==> config.mk <==
export PLATFORM = sky130hd
export DESIGN_NAME = program_end_monitor
export DESIGN_NICKNAME = d
export VERILOG_FILES = /design/src/rtl/program_end_monitor.sv
export SDC_FILE = /design/constraint.sdc
export NUM_CORES = 1
export LEC_CHECK = 0
export BUFFER_PORTS_ARGS = -buffer_cell sky130_fd_sc_hd__buf_2
export CAP_MARGIN = 20
export CELL_PAD_IN_SITES_DETAIL_PLACEMENT = 1
export CELL_PAD_IN_SITES_GLOBAL_PLACEMENT = 2
export CORE_MARGIN = 3
export CORE_UTILIZATION = 25
export CTS_BUF_LIST = sky130_fd_sc_hd__clkbuf_16
export CTS_CLUSTER_DIAMETER = 30
export DETAILED_ROUTE_END_ITERATION = 16
export PLACE_DENSITY_LB_ADDON = 0.1
export SETUP_SLACK_MARGIN = 0.3
export SLEW_MARGIN = 30
export SYNTH_ARGS = -nofsm -noshare
export SYNTH_HDL_FRONTEND = slang
export SYNTH_SLANG_ARGS = --single-unit
==> constraint.sdc <==
create_clock -name clk -period 3.8 [get_ports clk]
set_clock_uncertainty 0.15 [all_clocks]
set_input_delay 0.19 -clock clk [delete_from_list [all_inputs] [get_ports clk]]
set_output_delay 0.19 -clock clk [all_outputs]
set_load 0.05 [all_outputs]
==> src/rtl/program_end_monitor.sv <==
// program_end_monitor
//   Watches the CPU program counter for the program-end address. When the
//   address is reached, the monitor halts the CPU and reads N_WORDS result
//   words from data memory. Each word is compared against the expected value,
//   and the outcome is reported as pass or fail. A run-cycle counter bounds
//   the run: if it saturates before the end address is seen, the monitor
//   reports a timeout.
//
// Ports
//   clk          rising-edge clock
//   reset        synchronous, active-low
//   pc / end_pc  monitored program counter / program-end address
//   base_word    memory word index of result word 0
//   exp_data     expected words, word i at [i*DATA_W +: DATA_W]
//   dmem_rd_en   data-memory read strobe
//   dmem_rd_addr data-memory word address
//   dmem_rd_data read data, valid the cycle after the strobe is sampled
//   cpu_halt     freezes the CPU PC
//   done, pass, fail, timeout  sticky status flags
//   fail_idx     index of the first mismatching word
//   fail_data    value read at fail_idx
//   run_cycles   cycles spent in RUN
module program_end_monitor #(
  parameter int PC_W    = 32,
  parameter int DATA_W  = 32,
  parameter int DMEM_AW = 8,
  parameter int N_WORDS = 4,
  parameter int CNT_W   = 16
) (
  input  logic                      clk,
  input  logic                      reset,
  input  logic [PC_W-1:0]           pc,
  input  logic [PC_W-1:0]           end_pc,
  input  logic [DMEM_AW-1:0]        base_word,
  input  logic [N_WORDS*DATA_W-1:0] exp_data,
  output logic                      dmem_rd_en,
  output logic [DMEM_AW-1:0]        dmem_rd_addr,
  input  logic [DATA_W-1:0]         dmem_rd_data,
  output logic                      cpu_halt,
  output logic                      done,
  output logic                      pass,
  output logic                      fail,
  output logic                      timeout,
  output logic [3:0]                fail_idx,
  output logic [DATA_W-1:0]         fail_data,
  output logic [CNT_W-1:0]          run_cycles
);

  typedef enum logic [1:0] {RUN, READ, DONE} state_t;

  localparam logic [3:0] LAST_IDX = 4'(N_WORDS - 1);

  state_t              state, state_nxt;
  logic [3:0]          rd_idx, rd_idx_nxt;
  logic                vld_p1, vld_p1_nxt;
  logic [3:0]          cmp_idx_p1, cmp_idx_p1_nxt;
  logic [DATA_W-1:0]   exp_word_p1;

  logic                halt_nxt, rd_en_nxt, done_nxt, pass_nxt, fail_nxt, timeout_nxt;
  logic [DMEM_AW-1:0]  addr_nxt;
  logic [3:0]          fail_idx_nxt;
  logic [DATA_W-1:0]   fail_data_nxt;
  logic [CNT_W-1:0]    run_cycles_nxt;

  assign exp_word_p1 = exp_data[int'(cmp_idx_p1) * DATA_W +: DATA_W];

  always_comb begin
    state_nxt      = state;
    rd_idx_nxt     = rd_idx;
    vld_p1_nxt     = 1'b0;
    cmp_idx_p1_nxt = rd_idx;
    halt_nxt       = cpu_halt;
    rd_en_nxt      = dmem_rd_en;
    addr_nxt       = dmem_rd_addr;
    done_nxt       = done;
    pass_nxt       = pass;
    fail_nxt       = fail;
    timeout_nxt    = timeout;
    fail_idx_nxt   = fail_idx;
    fail_data_nxt  = fail_data;
    run_cycles_nxt = run_cycles;

    case (state)
      RUN: begin
        // End detection takes priority over a coincident timeout.
        if (pc == end_pc) begin
          state_nxt  = READ;
          halt_nxt   = 1'b1;
          rd_en_nxt  = 1'b1;
          addr_nxt   = base_word;
          rd_idx_nxt = 4'd0;
        end else if (&run_cycles) begin
          state_nxt     = DONE;
          halt_nxt      = 1'b1;
          timeout_nxt   = 1'b1;
          fail_nxt      = 1'b1;
          done_nxt      = 1'b1;
          fail_idx_nxt  = 4'd0;
          fail_data_nxt = '0;
        end else begin
          run_cycles_nxt = run_cycles + CNT_W'(1);
        end
      end

      READ: begin
        // Issue stage: the memory samples this strobe now, data returns next cycle.
        if (dmem_rd_en) begin
          vld_p1_nxt     = 1'b1;
          cmp_idx_p1_nxt = rd_idx;
          if (rd_idx == LAST_IDX) begin
            rd_en_nxt = 1'b0;
          end else begin
            rd_idx_nxt = rd_idx + 4'd1;
            addr_nxt   = dmem_rd_addr + DMEM_AW'(1);
          end
        end
        // Compare stage: data for the word issued one edge earlier.
        if (vld_p1) begin
          if (dmem_rd_data != exp_word_p1) begin
            state_nxt     = DONE;
            rd_en_nxt     = 1'b0;
            vld_p1_nxt    = 1'b0;
            fail_nxt      = 1'b1;
            done_nxt      = 1'b1;
            fail_idx_nxt  = cmp_idx_p1;
            fail_data_nxt = dmem_rd_data;
          end else if (cmp_idx_p1 == LAST_IDX) begin
            state_nxt = DONE;
            pass_nxt  = 1'b1;
            done_nxt  = 1'b1;
          end
        end
      end

      default: begin
        state_nxt = DONE;
        halt_nxt  = 1'b1;
        rd_en_nxt = 1'b0;
      end
    endcase
  end

  always_ff @(posedge clk) begin
    if (!reset) begin
      state        <= RUN;
      rd_idx       <= '0;
      vld_p1       <= 1'b0;
      cpu_halt     <= 1'b0;
      dmem_rd_en   <= 1'b0;
      dmem_rd_addr <= '0;
      done         <= 1'b0;
      pass         <= 1'b0;
      fail         <= 1'b0;
      timeout      <= 1'b0;
      fail_idx     <= '0;
      fail_data    <= '0;
      run_cycles   <= '0;
    end else begin
      state        <= state_nxt;
      rd_idx       <= rd_idx_nxt;
      vld_p1       <= vld_p1_nxt;
      cpu_halt     <= halt_nxt;
      dmem_rd_en   <= rd_en_nxt;
      dmem_rd_addr <= addr_nxt;
      done         <= done_nxt;
      pass         <= pass_nxt;
      fail         <= fail_nxt;
      timeout      <= timeout_nxt;
      fail_idx     <= fail_idx_nxt;
      fail_data    <= fail_data_nxt;
      run_cycles   <= run_cycles_nxt;
    end
  end

  always_ff @(posedge clk) begin
    cmp_idx_p1 <= cmp_idx_p1_nxt;
  end

endmodule
==> After elaboration in Yosys (flattened, before gate mapping) <==
Cells that the tools add are included.
{ "totals": {"output_inout_bits": 66, "register_bits": 77} }
{ "op_classes": {"reduce_logical": 12, "bitwise": 4, "shifts": 1, "muxes": 44, "eq_ne": 14, "add_sub_neg": 3} }
{ "ops": {"columns": ["cell", "count"], "rows": [
  ["$mux 32", 4],
  ["$shiftx 128x10->32", 1],
  ["$pmux 32 s2", 1],
  ["$eq 32x32->1", 1],
  ["$ne 32x32->1", 1],
  ["$mux 4", 7],
  ["$mux 8", 3],
  ["$reduce_and 18->1", 1],
  ["$add 16x1->16 const B", 1],
  ["$mux 1", 16],
  ["$pmux 4 s2", 2],
  ["$pmux 8 s2", 1],
  ["$reduce_and 16->1", 1],
  ["$ne 2x2->1 const B", 7],
  ["$mux 2", 5],
  ["$reduce_and 5->1", 2],
  ["$add 8x1->8 const B", 1],
  ["$eq 4x2->1 const B", 2],
  ["$pmux 1 s2", 4],
  ["$reduce_and 4->1", 2],
  ["$ne 3x3->1 const B", 2],
  ["$reduce_and 3->1", 2],
  ["$add 4x1->4 const B", 1],
  ["$not 1->1", 4],
  ["other kinds (5)", 6]
]} }

==> Depth between registers and ports, before layout <==
{ "logic_depth": {"word_depth": 6, "depth_mapped": 12} }

==> Least setup slack after synthesis <==
No wires, ideal clock.
{ "synth_timing": {"path_type": "register -> register", "from": "reg run_cycles[7]", "to": "reg fail", "arrival_ps": 2816, "required_ps": 3555, "period_less_slack_ps": 3061, "path_stages_with_launch": 10, "path_slack_ps": 739, "cell_sequence": "dfxtp_1 and4_1 nand3_1 or4_1 clkbuf_1 a211o_1 a21o_1 buf_2 buf_2 a221oi_1"} }
{ "synth_between": {"elab_chain_cells": 3} }
{ "synth_lines": {"columns": ["item", "line", "rtl"], "rows": [
  ["start, declared", "46", "output logic [CNT_W-1:0] run_cycles"],
  ["start signal, assigned", "171", "run_cycles <= run_cycles_nxt;"],
  ["$reduce_and 16->1", "92", "end else if (&run_cycles) begin"],
  ["$ne 2x2->1 (no source line)", null, null],
  ["$reduce_and 5->1 (no source line)", null, null],
  ["end signal, assigned", "167", "fail <= fail_nxt;"],
  ["end, declared", "42", "output logic fail,"]
]} }
Every way passes these cells.
A chain may end at the register's enable or synchronous reset.

==> Worst setup path in the final report <==
{ "layout_timing": {"from": "reg cmp_idx_p1[0]", "to": "reg state[1]"} }
{ "layout_between": {"elab_chain_cells": 5, "elab_cells_between_ends": 8, "classes_between": "eq/ne (3); shift (1); mux (3); reduce/logical (1)"} }
{ "layout_lines": {"columns": ["item", "line", "rtl"], "rows": [
  ["start, declared", "56", "logic [3:0] cmp_idx_p1, cmp_idx_p1_nxt;"],
  ["start signal, assigned", "176", "cmp_idx_p1 <= cmp_idx_p1_nxt;"],
  ["$shiftx 128x10->32", "65", "assign exp_word_p1 = exp_data[int'(cmp_idx_p1) * DATA_W +: DATA_W];"],
  ["$ne 32x32->1", "119", "if (dmem_rd_data != exp_word_p1) begin"],
  ["$mux 2", "119", null],
  ["$mux 2", "118", "if (vld_p1) begin"],
  ["$pmux 2 s2", "83", "case (state)"],
  ["end signal, assigned", "159", "state <= state_nxt;"],
  ["end, declared", "53", "state_t state, state_nxt;"]
]} }
Parallel ways exist; a longest one is shown, timed or not. The select of a mux whose other input is x is not followed.

==> out/summary.txt <==
Mean Syn Cell Area: 8.43 um2
Crit end category: flop
Worst Path Arrival: 3.33 ns
Cell Area, Synth: 5790 um2
Most Crowded Layer GR: met2
Unrepaired setup endpoints after global routing: false
Worst Setup SP: cmp_idx_p1[0]
Worst r2r src: cmp_idx_p1[0]
DRC Markers: 0
Layout Cells excl Fill: 1,235
Largest net degree at the start of global routing: 78
Post-synth EDFFs: 0
Pwr/cell area: 257 nW/um2
First-pass GRT wire length: 40,600 um
Hold Path Class: input port to flop
CP required: 3.88 ns
Clock root buffer: clkbuf_16
Mapped Cells: 687
Synth cell types: 53
Detailed Route Iter0 Violations: 347
Synth top area share: 26.6%
Peak supply drop: 0.000176 V
PortBufs: 299
Clk_lat worst skew: 0.35 ns
Synth area leaders: dfxtp_1 27%, mux4_2 12%, nand3_1 9.1%
CP top delay family: compound AO/OA/AOI/OAI gates
Drt wl/cell: 21.8 um
Via total after detailed routing: 6,782
# H-tree levels: 3
Number of synthesized register bits: 77
Met3 Usage GRT: 5.49%
Rows: 55
Footprint of the multi-input gates: 3900 um2
Clk slew on worst S/H paths: 0.07 ns
Vias in the first global route: 7,038
CTS Buf Count: 9
Crit path time final: 3.25 ns
Count leader, synth: nand3_1
Die area: 25,000 um2
Final core occ: 34.2%
Syn nets: 924
DRT Pass-1 Iters: 4
Max_cap viols: 0
Crit Path Category: flop to flop
Setup violators final: 0
Slew margin rel.: 49.3%
Global routing met1 resource utilization: 26.9%
Die Ht: 158 um
Via/cell ratio: 5.49
Status: complete, no violations
Bufs and invs on worst path: 2
CP Cell Sequence: buf_12 -> mux4_2 -> o21a_1 -> nor3_1 -> o22ai_1 -> and4bb_1 -> buf_4 -> a41oi_1 -> o2111a_1
Seq/Total Area, Yosys: 26.6%
Filler cell count: 2,790
Gr usage total: 20.8%
Leak: 3.19 nW
Dpl hpwl: 21,500 um
CORE AREA: 22,700 um2
Synth top cells by count: 105 x nand3_1, 77 x dfxtp_1, 59 x nand4_1
Met2 Track Usage GR: 35.3%
Post-route ant nets: 0
Slew @ Worst Pin: 0.760 ns
Period Utilization, post-route: 85.6%
Ys async rst share: 0%
Largest stage delay, worst path: 0.58 ns
Grt ovf: 0
Dpl cells: 1,217
Share of cells above drive strength 1: 39.0%
Final wirelength: 27,000 um
Slowest-stage cell, CP: mux4_2
Initial Util: 25.5%
Final Hold Viols: 0
CTS max path bufs: 2
P&R area growth vs syn: 34.1%
Final nets: 1,181
Final Max Slew Viols: 0
I/O Pins: 300
TNS Setup: 0 ns
Critical-path maximum fanout: 39
GP Congestion: 0.897
Ys flop type: dfxtp_1
Number of setup buffers added after CTS: 0
F_max: 0.307 GHz
CTS Sinks: 77
Worst Hold Launch: dmem_rd_data[11]
TritonCTS clock tree: done
Seq. cell area: 1540 um2
Die Wd: 158 um
Ys Warns: 0
CP startpoint kind: flop
Largest area contributor in the netlist: dfxtp_1
Initial antenna violation count: 3
==> through the flow <==
stage	hold WS, ns	worst slack [ns]	area (um2)	total power [mW]
after global routing	0.0407	0.332	7770	2.09
after floorplan	0.213	0.739	5790	0.978
after detailed placement	0.227	0.562	7460	1.16
after CTS	0.0200	0.521	7760	2.03
final	0.0291	0.548	7770	2.00
after global placement	0.224	0.674	7460	1.15
==> cells in the final DEF (no fill, tap or decap), types with 3 or more instances in the layout <==
cell	netlist	layout
buf_4	6	11
o21a_1	6	6
ha_1	3	3
a21oi_1	26	26
nand3_1	105	105
a31oi_1	5	5
nand2_1	23	23
o21ai_0	27	27
buf_2	14	298
or4_1	3	3
inv_1	8	7
o22ai_1	3	3
buf_12	0	3
xor2_1	8	8
o311ai_1	36	36
o32ai_1	6	6
a32oi_1	3	3
nand4_1	59	59
clkbuf_16	0	9
xnor2_1	45	45
and3_1	45	45
mux4_2	32	32
dfxtp_1	77	75
o2111a_1	3	3
or3_1	9	9
nor2_1	36	35
o32a_1	3	3
or2_2	3	3
nor3_1	9	9
==> area by class of cell <==
cell class,count,area share [%]
tap,285,4.59
antenna,1,0.0322
inverter,8,0.387
sequential,77,19.9
clock inverter,7,0.822
timing repair buffer,313,21.2
clock buffer,9,2.90
multi-input combinational,535,50.2
==> final timing paths <==
kind / cells past startpoint / slack (ns) / to
worst max-delay path: 9 / 0.55 / state[1]
worst min-delay path: 3 / 0.03 / fail_data[11]
worst min register to register: 0 / 0.23 / cmp_idx_p1[3]
worst max register to register: 9 / 0.55 / state[1]
==> sequential cells by signal (all words and copies together), names as in the netlist, 2 cells and up <==
name	count
fail_idx	4
run_cycles	16
state	2
fail_data	32
cmp_idx_p1	4
dmem_rd_addr	8
rd_idx	4
==> routing by layer <==
| metal | vias to the layer above | routed length, um |
|---|---|---|
| met3 | 24 | 1710 |
| met1 | 3336 | 11500 |
| met2 | 222 | 13300 |
| li1 | 3196 | - |
| met5 | - | 27 |
| met4 | 4 | 403 |
==> worst reg2reg max path: stages, from the launching register on <==
cell and delay [ns]:
dfxtp_2 0.34, buf_12 0.25, mux4_2 0.60, o21a_1 0.21, nor3_1 0.17, o22ai_1 0.14, and4bb_1 0.35, buf_4 0.42
a41oi_1 0.25, o2111a_1 0.28
==> power by group <==
| group | switching [mW] | internal [mW] | leakage [nW] | total [mW] |
|---|---|---|---|---|
| Sequential | 0.00356 | 0.809 | 0.621 | 0.813 |
| Clock | 0.398 | 0.458 | 0.136 | 0.856 |
| Combinational | 0.160 | 0.170 | 2.44 | 0.330 |
| Total | 0.561 | 1.44 | 3.19 | 2.00 |
==> what timing repair did <==
item                                   in CTS  in global routing
gates resized for setup                     0                  0
hold buffers                                1                  0
endpoints found under the hold margin       1                  0
==> logic make-up after synthesis <==
kind of cell / synth area share, %
AND/OR/NAND/NOR: 29.0
AO/OA/AOI/OAI: 16.7
flip-flops: 26.6
buffers and inverters: 6.20
XOR/XNOR: 8.02
multiplexers: 12.8
adder cells (fa/ha/maj): 0.648
No activity file was read; power rests on OpenSTA's default activity.
